**config.mk**
```make
export PLATFORM = sky130hd
export DESIGN_NAME = queue_reader
export DESIGN_NICKNAME = d
export VERILOG_FILES = /design/src/rtl/queue_reader.sv
export SDC_FILE = /design/constraint.sdc
export NUM_CORES = 1
export LEC_CHECK = 0
export CORE_MARGIN = 1.5
export CORE_UTILIZATION = 48
export DETAILED_ROUTE_END_ITERATION = 10
export GPL_TIMING_DRIVEN = 0
export PLACE_DENSITY_LB_ADDON = 0.25
export SETUP_SLACK_MARGIN = 0.02
export SYNTH_ARGS = -nofsm -noshare
export SYNTH_HDL_FRONTEND = slang
export SYNTH_SLANG_ARGS = --single-unit
```
**constraint.sdc**
```tcl
create_clock -name clock -period 2.19 [get_ports clock]
set_input_delay 0.219 -clock clock [delete_from_list [all_inputs] [get_ports clock]]
set_output_delay 0.219 -clock clock [all_outputs]
set_load 0.1 [all_outputs]
```
**src/rtl/queue_reader.sv**
```systemverilog
// Consumer-side client for the message queue: strobes read_ack, samples the
// queue after a settle window, decodes opcode/x/y and hands it downstream.
module queue_reader #(
  parameter int MSG_W         = 24,
  parameter int OP_W          = 4,
  parameter int X_W           = 10,
  parameter int Y_W           = 10,
  parameter int NUM_OPS       = 6,
  parameter int PULSE_CYCLES  = 2,
  parameter int SETTLE_CYCLES = 2,
  parameter int POLL_GAP      = 8,
  parameter int CNT_W         = 16
) (
  input  logic             clock,
  input  logic             reset_n,
  input  logic             enable,
  output logic             q_read_ack,
  input  logic [MSG_W-1:0] q_read,
  input  logic             q_read_en,
  output logic             msg_valid,
  input  logic             msg_ready,
  output logic [OP_W-1:0]  msg_op,
  output logic [X_W-1:0]   msg_x,
  output logic [Y_W-1:0]   msg_y,
  output logic             bad_op,
  output logic             busy,
  output logic [CNT_W-1:0] rx_count,
  output logic [CNT_W-1:0] empty_count,
  output logic [CNT_W-1:0] bad_count
);

  typedef enum logic [2:0] {
    S_IDLE, S_PULSE, S_SETTLE, S_SAMPLE, S_HOLD, S_BACKOFF
  } state_t;

  localparam int TMAX_PS = (PULSE_CYCLES > SETTLE_CYCLES) ? PULSE_CYCLES : SETTLE_CYCLES;
  localparam int TMAX    = (TMAX_PS > POLL_GAP) ? TMAX_PS : POLL_GAP;
  localparam int TW      = $clog2(TMAX + 1);

  // SETTLE and BACKOFF last one cycle less than their parameter because the
  // SAMPLE cycle and the following IDLE cycle complete the respective window.
  localparam logic [TW-1:0] PULSE_LAST  = TW'(PULSE_CYCLES - 1);
  localparam logic [TW-1:0] SETTLE_LAST = TW'((SETTLE_CYCLES > 1) ? SETTLE_CYCLES - 2 : 0);
  localparam logic [TW-1:0] GAP_LAST    = TW'((POLL_GAP > 1) ? POLL_GAP - 2 : 0);
  localparam logic [OP_W:0] OPS_LIM     = (OP_W + 1)'(NUM_OPS);

  state_t           r_state, w_state_nxt;
  logic [TW-1:0]    r_cnt;
  logic             r_ack, r_valid, r_bad;
  logic [OP_W-1:0]  r_op;
  logic [X_W-1:0]   r_x;
  logic [Y_W-1:0]   r_y;
  logic [CNT_W-1:0] r_rx, r_empty, r_badc;

  logic [OP_W-1:0]  w_op;
  logic [X_W-1:0]   w_x;
  logic [Y_W-1:0]   w_y;
  logic             w_legal, w_load, w_bad, w_empty;

  assign w_op    = q_read[MSG_W-1 -: OP_W];
  assign w_x     = q_read[X_W+Y_W-1 -: X_W];
  assign w_y     = q_read[Y_W-1:0];
  assign w_legal = ({1'b0, w_op} < OPS_LIM);

  always_ff @(posedge clock or negedge reset_n) begin
    if (!reset_n) r_state <= S_IDLE;
    else          r_state <= w_state_nxt;
  end

  always_comb begin
    w_state_nxt = r_state;
    case (r_state)
      S_IDLE:    if (enable) w_state_nxt = S_PULSE;
      S_PULSE:   if (r_cnt == PULSE_LAST)
                   w_state_nxt = (SETTLE_CYCLES > 1) ? S_SETTLE : S_SAMPLE;
      S_SETTLE:  if (r_cnt == SETTLE_LAST) w_state_nxt = S_SAMPLE;
      S_SAMPLE: begin
        if (!q_read_en)   w_state_nxt = (POLL_GAP > 1) ? S_BACKOFF : S_IDLE;
        else if (w_legal) w_state_nxt = S_HOLD;
        else              w_state_nxt = S_IDLE;
      end
      S_HOLD:    if (msg_ready) w_state_nxt = S_IDLE;
      S_BACKOFF: if (r_cnt == GAP_LAST) w_state_nxt = S_IDLE;
      default:   w_state_nxt = S_IDLE;
    endcase
  end

  always_comb begin
    w_load  = 1'b0;
    w_bad   = 1'b0;
    w_empty = 1'b0;
    busy    = (r_state != S_IDLE);
    if (r_state == S_SAMPLE) begin
      w_load  =  q_read_en &  w_legal;
      w_bad   =  q_read_en & ~w_legal;
      w_empty = ~q_read_en;
    end
  end

  // Window counter restarts on every state change.
  always_ff @(posedge clock or negedge reset_n) begin
    if (!reset_n)                    r_cnt <= '0;
    else if (w_state_nxt != r_state) r_cnt <= '0;
    else                             r_cnt <= r_cnt + 1'b1;
  end

  // Strobe and valid are registered so the queue never sees a decode glitch.
  always_ff @(posedge clock or negedge reset_n) begin
    if (!reset_n) begin
      r_ack   <= 1'b0;
      r_valid <= 1'b0;
      r_bad   <= 1'b0;
      r_op    <= '0;
      r_x     <= '0;
      r_y     <= '0;
      r_rx    <= '0;
      r_empty <= '0;
      r_badc  <= '0;
    end else begin
      r_ack   <= (w_state_nxt == S_PULSE);
      r_valid <= (w_state_nxt == S_HOLD);
      r_bad   <= w_bad;
      if (w_load) begin
        r_op <= w_op;
        r_x  <= w_x;
        r_y  <= w_y;
      end
      if (w_load  && r_rx    != '1) r_rx    <= r_rx + 1'b1;
      if (w_empty && r_empty != '1) r_empty <= r_empty + 1'b1;
      if (w_bad   && r_badc  != '1) r_badc  <= r_badc + 1'b1;
    end
  end

  assign q_read_ack  = r_ack;
  assign msg_valid   = r_valid;
  assign msg_op      = r_op;
  assign msg_x       = r_x;
  assign msg_y       = r_y;
  assign bad_op      = r_bad;
  assign rx_count    = r_rx;
  assign empty_count = r_empty;
  assign bad_count   = r_badc;

endmodule
```
; Yosys cells after proc, flatten, opt, wreduce, memory -nomap -nowiden
; Cells that the tools add are included.
[totals]
output_inout_bits = 76
regBits = 82
ram_bits = 0
memories = 0
latch_bits = 0
romBits = 0
wordCells = 51
inputBits = 29
[classes]
bitwise = 4
n_lt_le_gt_ge = 1
eq_ne = 13
n_mux = 12
shift = 0
addsub = 4
n_div = 0
multipliers = 0
reduce_logical = 6
[op_table]
columns = op, count
row1 = "16-bit by 1-bit adder with 16-bit output, second input constant", 3
row2 = "16-bit != test, second input constant", 3
row3 = 3-bit two-way mux, 7
row4 = 3-bit one-hot mux with 6 select lines, 1
row5 = "3-bit equality test, second input constant", 3
row6 = "3-bit by 1-bit equality test with 1-bit output, second input constant", 2
row7 = "3-bit by 2-bit equality test with 1-bit output, second input constant", 2
row8 = "4-bit by 1-bit adder with 4-bit output, second input constant", 1
row9 = "4-bit by 1-bit equality test with 1-bit output, second input constant", 1
row10 = "4-bit by 3-bit equality test with 1-bit output, second input constant", 1
row11 = 4-bit zero test, 1
row12 = "4-bit by 3-bit less-than comparator with 1-bit output, second input constant", 1
row13 = 4-bit two-way mux, 1
row14 = 1-bit logical AND, 3
row15 = 3-bit zero test, 1
row16 = 1-bit two-way mux, 3
row17 = 3-bit != test, 1
row18 = 3-bit nonzero test, 1
row19 = 1-bit bitwise AND, 2
row20 = 1-bit NOT, 2

; Depth between registers and ports, before layout
; Gate-level depths: netlist of run 1.
[logic_depth]
word_depth = 6
depth_mapped = 7
depth_no_buf = 6

; Worst setup path before layout of run 1
; Ideal clock, no wire load.
[synth_path]
kind = reg2reg
from = register r_badc[7], in the netlist bad_count[7]
to = register r_badc[1], in the netlist bad_count[1]
required_ps = 2064
slack_ps = -265
arrival_time_ps = 2329
path_buffers = 1
stages_incl_launch_ff = 6
cell_sequence = dfrtp_1 -> nand4_1 -> or3_1 -> buf_2 -> o21ai_2 -> mux2_2
[synth_between]
elab_chain_len = 2
[synth_rtl]
columns = element, line
row1 = "start, declared", 53  ; logic [CNT_W-1:0] r_rx, r_empty, r_badc;
row2 = "start signal, assigned", 130  ; if (w_bad && r_badc != '1) r_badc <= r_badc + 1'b1;
row3 = 16-bit != test, 130
row4 = 1-bit logical AND, 130
; Every way passes these cells.
; A chain may end at the register's enable or synchronous reset.

; Worst setup path after layout of run 1
[layout_path]
from = register r_rx[5], in the netlist rx_count[5]
to = output rx_count[5]
[layout_lines]
columns = element, line
row1 = "start, declared", 53
row2 = "start signal, assigned", 128  ; if (w_load && r_rx != '1) r_rx <= r_rx + 1'b1;
row3 = "end, declared", 27  ; output logic [CNT_W-1:0] rx_count,
; No word-level cell between the ends.

==> qor.yml, run 1 <==
die:
  die_h_um: 92.7
  rows: 32
  dieArea_um2: 8590
  ios: 105
  fp.coreArea_um2: 7770
  die_x_um: 92.7
  start_util_pct: 49.7
timing:
  rsz0062_at_grt: "false"
  fin_hold_ws_ns: 0.375
  setup_ws_ns: 0.0591
  drv_slew: 0
  finalSetupTns_ns: 0
  min_period_ns: 2.13
  tightest_slew_ns: 1.03
  period_share_pct: 97.3
  hold_viol_final: 0
  slew_headroom_pct: 31.1
  setup_violations: 0
  max_freq_mhz: 469
  finClkSkew_ns: 0.0162
power:
  power_leakage_nw: 2.62
  p_per_area_nw_per_um2: 1300
  vdd_ir_drop_max_uv: 1080
  total_power_mw: 6.95
critical_path:
  start_kind: "register"
  worstSetupPathType: "reg2out"
  path_cells: "clkdlybuf4s50_1"
  cp_top_family: "buffers and inverters"
  worst_r2r_endpoint: "rx_count[1]"
  r2r_setup_slack_ns: 0.25
  crit_required_ns: 1.97
  r2r-start: "rx_count[0]"
  critPathSlowestCell: "clkdlybuf4s50_1"
  reg2reg_depth: 5
  crit_buf_inv: 1
  crit_fanout: 5
  slowest_delay_ns: 1.14
  cp.arrival_ns: 1.91
  endpoint_kind: "output port"
routing:
  vias: 3248
  first_pass_iters: 4
  ant_nets: 0
  drtIter0Drc: 76
  wl_um: 8870
  viasPerCell: 5.41
  wire_per_inst_um: 14.8
  drc: 0
logic_synthesis:
  synth.distinct_cells: 54
  ys.flop_type: "dfrtp_1"
  synth-edff-count: 0
  synth_nets: 412
  syn-instance-count: 376
  yosysTopAreaCell: "dfrtp_1"
  synth_seq_area_share_pct: 53.1
  synth_top_area_share_pct: 53.1
  syn_area_um2: 3860
  yosysWarnings: 0
  synth_area_leaders: "dfrtp_1 53%, nand2_1 8.3%, xor2_1 4.5%"
  syn_avg_cell_area_um2: 10.3
  ys_seq_elements: 82
  synthArstFlopShare_pct: 100
run:
  cap_violations: 0
global_route:
  grt_pass1_vias: 3109
  grt_overflow_total: 0
  grt_pass1_wl_um: 14800
  grt_max_degree: 45
  antenna_found_initial: 0
  grtUsageTotal_pct: 21.6
clock_tree:
  clk_pin_slew_ns: 0.09
  root_buffer: "clkbuf_8"
  post_cts_buffers: 0
  clkSinkCount: 82
  cts_buffer_depth: 2
  h-tree-depth: 3
  cts_tree: "done"
  clock_latency_ns: 0.35
  cts_buffers: 9
final_layout:
  final_cell_area_um2: 5360
  drive_gt1_share_pct: 16.7
  syn_to_final_growth_pct: 38.8
  layout_common_cells: "85 x nand2_1, 81 x clkdlybuf4s50_1, 44 x dfrtp_1"
  final-seq-area_um2: 2100
  fillers: 603
  layout_commonest_cell: "nand2_1"
  multi_input_area_um2: 1740
  n_antenna_cell: 0
  finalNetCount: 529
placed_design:
  place_ws_ns: -0.0600
  gp_congestion: 0.832
  port_buffers: 104
  hpwl_um: 6530
  place_area_um2: 5090
run_status:
  outcome: "finished clean"
hold_path:
  hold_path_class: "in2async"
==> sequential cells by signal, indices dropped and copies added (netlist names) <==
signal	flops
q_read_ack	1
msg_valid	1
r_cnt	4
msg_x	10
bad_count	16
bad_op	1
r_state	3
empty_count	16
msg_y	10
rx_count	16
msg_op	4
==> layer usage <==
| metal | track usage [%] | share of wire, % | vias to the layer above |
|---|---|---|---|
| li1 | - | - | 1559 |
| met3 | 3.78 | 5.2 | 12 |
| met5 | 0 | 0 | - |
| met1 | 29.3 | 46 | 1574 |
| met2 | 34.7 | 47 | 103 |
| met4 | 8.46 | 1.6 | 0 |
==> worst register-to-register path, cell delays in order, from the launching register on <==
cell and delay, ns:
dfrtp_2 0.41, ha_1 0.20, nand3_1 0.31, nor4_4 0.46, nor2_1 0.15, mux2_2 0.29
==> how the worst max path moves through the flow <==
| stage | cells past startpoint | start | endpoint |
|---|---|---|---|
| after CTS | 1 | rx_count[12] | rx_count[12] |
| final | 1 | rx_count[5] | rx_count[5] |
| after floorplan | 4 | empty_count[10] | empty_count[1] |
| after detailed placement | 6 | q_read_en | msg_x[5] |
| after global placement | 1 | reset_n | bad_count[9] |
| after global routing | 1 | rx_count[5] | rx_count[5] |
==> kinds of logic after synthesis <==
family,share of synthesized area [%]
AND/OR/NAND/NOR,26.3
adder cells (fa/ha/maj),2.27
flip-flops,53.1
multiplexers,2.01
buffers and inverters,1.98
XOR/XNOR,8.17
AO/OA/AOI/OAI,6.09
==> power by group <==
part / internal [mW] / switching (mW) / leakage (nW)
clock: 0.674 / 0.521 / 0.108
combinational: 0.838 / 2.79 / 1.48
sequential: 1.86 / 0.260 / 1.03
total: 3.38 / 3.57 / 2.62
==> stage by stage <==
step                cells  utilization [%]
finish                600             69.0
global route          600             69.0
CTS                   600             68.4
detailed placement    583             65.6
global placement      582             65.4
floorplan             376                -
==> final cells by class <==
| class | count | share of cell area, % |
|---|---|---|
| Inverter | 8 | 0.560 |
| Sequential cell | 82 | 39.2 |
| Tap cell | 102 | 2.38 |
| Multi-Input combinational cell | 276 | 32.4 |
| Timing Repair Buffer | 106 | 20.6 |
| Clock buffer | 13 | 2.78 |
| Clock inverter | 3 | 1.21 |
| Buffer | 10 | 0.864 |
==> repair_timing <==
action / 4_1_cts / 5_1_grt
gates resized for setup: 5 / 20
setup endpoints to repair: 4 / 29
hold buffers: 1 / 0
pin swaps: 0 / 0
hold endpoints to repair: 38 / 0
==> synth_stat cells, types with 2 or more instances <==
cell / number
ha_1: 7
nor4_1: 8
o31ai_1: 4
xor2_1: 20
nand3b_1: 2
xnor2_1: 16
nand3_1: 20
nand4_1: 14
nor4_2: 3
nor3_1: 10
a21oi_1: 11
o211ai_1: 3
nand2_1: 85
buf_2: 4
mux2_2: 6
or3_1: 2
and2_1: 2
or2_2: 2
nor2_1: 17
clkbuf_1: 3
a211oi_1: 2
nor4b_1: 2
o21ai_0: 4
dfrtp_1: 82
nor2b_1: 2
and4_1: 5
and3_1: 5
buf_1: 2
inv_1: 8
No activity file was read; power rests on OpenSTA's default activity.
==> run 2, diff against run 1 <==
Settings changed: CAP_MARGIN set to 20.
==> results of run 2 <==
Final layout, timing and power as in run 1 (identical DEF).
==> run 3, diff against run 2 <==
Settings changed: CORE_UTILIZATION 48 to 40, CTS_BUF_LIST set to sky130_fd_sc_hd__clkbuf_8.
==> qor.yml, run 3 (synthesis gave the netlist of run 1 again) <==
run_status:
  outcome: "finished clean"
global_route:
  antenna_found_initial: 0  # unchanged
  grtUsageTotal_pct: 18.0  # -3.7 points
  grt_pass1_wl_um: 14600  # -1.3%
  grt_overflow_total: 0  # unchanged
  grt_max_degree: 43  # -4.4%
  grt_pass1_vias: 3067  # -1.4%
run:
  cap_violations: 0  # unchanged
placed_design:
  hpwl_um: 6380  # -2.3%
  port_buffers: 104  # unchanged
  place_ws_ns: -0.114  # -0.0541 ns
  place_area_um2: 5130  # +0.66%
  gp_congestion: 0.854  # +2.6%
routing:
  first_pass_iters: 4  # unchanged
  ant_nets: 0  # unchanged
  viasPerCell: 5.09  # -6.0%
  drc: 0  # unchanged
  wl_um: 8840  # -0.33%
  wire_per_inst_um: 14.1  # -4.6%
  drtIter0Drc: 93  # +22%
  vias: 3191  # -1.8%
die:
  die_x_um: 101  # +9.2%
  dieArea_um2: 10300  # +19%
  ios: 105  # unchanged
  die_h_um: 101  # +9.2%
  fp.coreArea_um2: 9280  # +20%
  rows: 35  # +9.4%
  start_util_pct: 41.6  # -8.1 points
power:
  power.internal_mw: 3.37  # about the same
  power_leakage_nw: 2.81  # +7.2%
  p_per_area_nw_per_um2: 1280  # -1.1%
  vdd_ir_drop_max_uv: 798  # -26%
  seq_power_share_pct: 30.4  # -0.2 points
  total_power_mw: 6.96  # +0.23%
  switching_share_pct: 51.5  # +0.13 points
  p_clk_share_pct: 17.6  # +0.4 points
  p_switching_mw: 3.59  # +0.48%
  combPwrFrac_pct: 52.0  # -0.2 points
timing:
  finClkSkew_ns: 0.0123  # -0.00388 ns
  max_freq_mhz: 471  # +0.43%
  rsz0062_at_grt: "false"
  tightest_slew_ns: 1.01  # -0.0196 ns
  period_share_pct: 96.9  # -0.41 points
  setup_ws_ns: 0.0681  # +0.00905 ns
  slew_headroom_pct: 32.4  # +1.3 points
  drv_slew: 0  # unchanged
  min_period_ns: 2.12  # -0.00905 ns
  setup_violations: 0  # unchanged
  hold_viol_final: 0  # unchanged
critical_path:
  critPathSlowestCell: "clkdlybuf4s50_1"
  path_cells: "clkdlybuf4s50_1"
  slowest_delay_ns: 1.14  # about the same
  r2r_setup_slack_ns: 0.29  # +0.04 ns
  cp.arrival_ns: 1.90  # about the same
  r2r-start: "rx_count[0]"
  start_kind: "register"
  cp_top_family: "buffers and inverters"
  endpoint_kind: "output port"
  worst_r2r_endpoint: "rx_count[1]"
  worstSetupPathType: "reg2out"
  crit_buf_inv: 1  # unchanged
  crit_fanout: 6  # +1
  reg2reg_depth: 5  # unchanged
  crit_required_ns: 1.97  # about the same
final_layout:
  fillers: 808  # +34%
  finalNetCount: 529  # unchanged
  layout_commonest_cell: "nand2_1"
  final_cell_area_um2: 5430  # +1.4%
  final_util_pct: 58.5  # -10 points
  layout_common_cells: "85 x nand2_1, 70 x clkdlybuf4s50_1, 44 x dfrtp_1"
  syn_to_final_growth_pct: 40.7
  drive_gt1_share_pct: 17.1  # +0.40 points
  n_antenna_cell: 0  # unchanged
clock_tree:
  cts_buffers: 9  # unchanged
  clock_latency_ns: 0.34  # about the same
  cts_buffer_depth: 2  # unchanged
  cts_tree: "done"
  clkSinkCount: 82  # unchanged
  h-tree-depth: 3  # unchanged
  post_cts_buffers: 0  # unchanged
  root_buffer: "clkbuf_8"
  clk_pin_slew_ns: 0.08  # about the same
hold_path:
  hold_path_class: "in2async"
-- run 3: cell types whose count changed in the layout (fill, tap and decap cells not counted) --
cell and change:
clkbuf_1 -3, clkdlybuf4s50_1 -11, clkinv_2 -1, clkinvlp_4 +1, dlymetal6s2s_1 +11, inv_1 +1, inv_6 +2
-- run 3: layout make-up --
type                    instances  area (um^2)  share of cell area [%]
inverters                       8         30.0                   0.553
plain buffers                  10         46.3                   0.852
clock inverters                 6         88.8                    1.64
multi-input cells             276         1740                    32.0
well taps                     129          161                    2.97
flip-flops and latches         82         2100                    38.7
clock buffers                  10          138                    2.53
repair buffers                106         1130                    20.8
-- run 3: per-stage QoR --
stage                     cells  setup TNS, ns  hold slack, ns
after floorplan             376              0         -0.0766
after global placement      609        -180.26           0.457
after detailed placement    610          -1.41           0.235
after CTS                   627              0           0.375
after global routing        627              0           0.383
final                       627              0           0.396
-- run 3: per-layer routing --
layer	vias to the layer above	wire length, um	track usage [%]
met5	-	0	0
met4	0	111	5.45
met3	8	493	4.14
met2	88	4100	29.0
met1	1544	4130	24.3
li1	1551	-	-
-- run 3: worst max path at each step --
stage                    start         endpoint  slack, ns  cells after the start
3_3_place_gp           reset_n    bad_count[10]      -2.36                      1
3_5_place_dp         q_read_en         msg_x[5]      -0.11                      6
5_1_grt           rx_count[10]     rx_count[10]       0.02                      1
6_report       empty_count[11]  empty_count[11]       0.07                      1
4_1_cts             r_state[1]             busy      0.007                      3
2_1_floorplan  empty_count[10]   empty_count[1]       0.02                      4
-- run 3: timing repair --
item / 4_1_cts / 5_1_grt
resized for setup: 4 / 32
setup endpoints to repair: 4 / 35
endpoints found under the hold margin: 40 / 0
hold buffers: 1 / 0
-- run 3: power by group through the flow --
stage / Combinational, mW / Clock [mW] / Sequential (mW)
CTS: 3.64 / 1.27 / 2.12
finish: 3.62 / 1.23 / 2.12
floorplan: 0.691 / 0 / 4.20
global route: 3.78 / 1.33 / 2.17
detailed placement: 3.64 / 0 / 2.14
global placement: 3.60 / 0 / 2.13
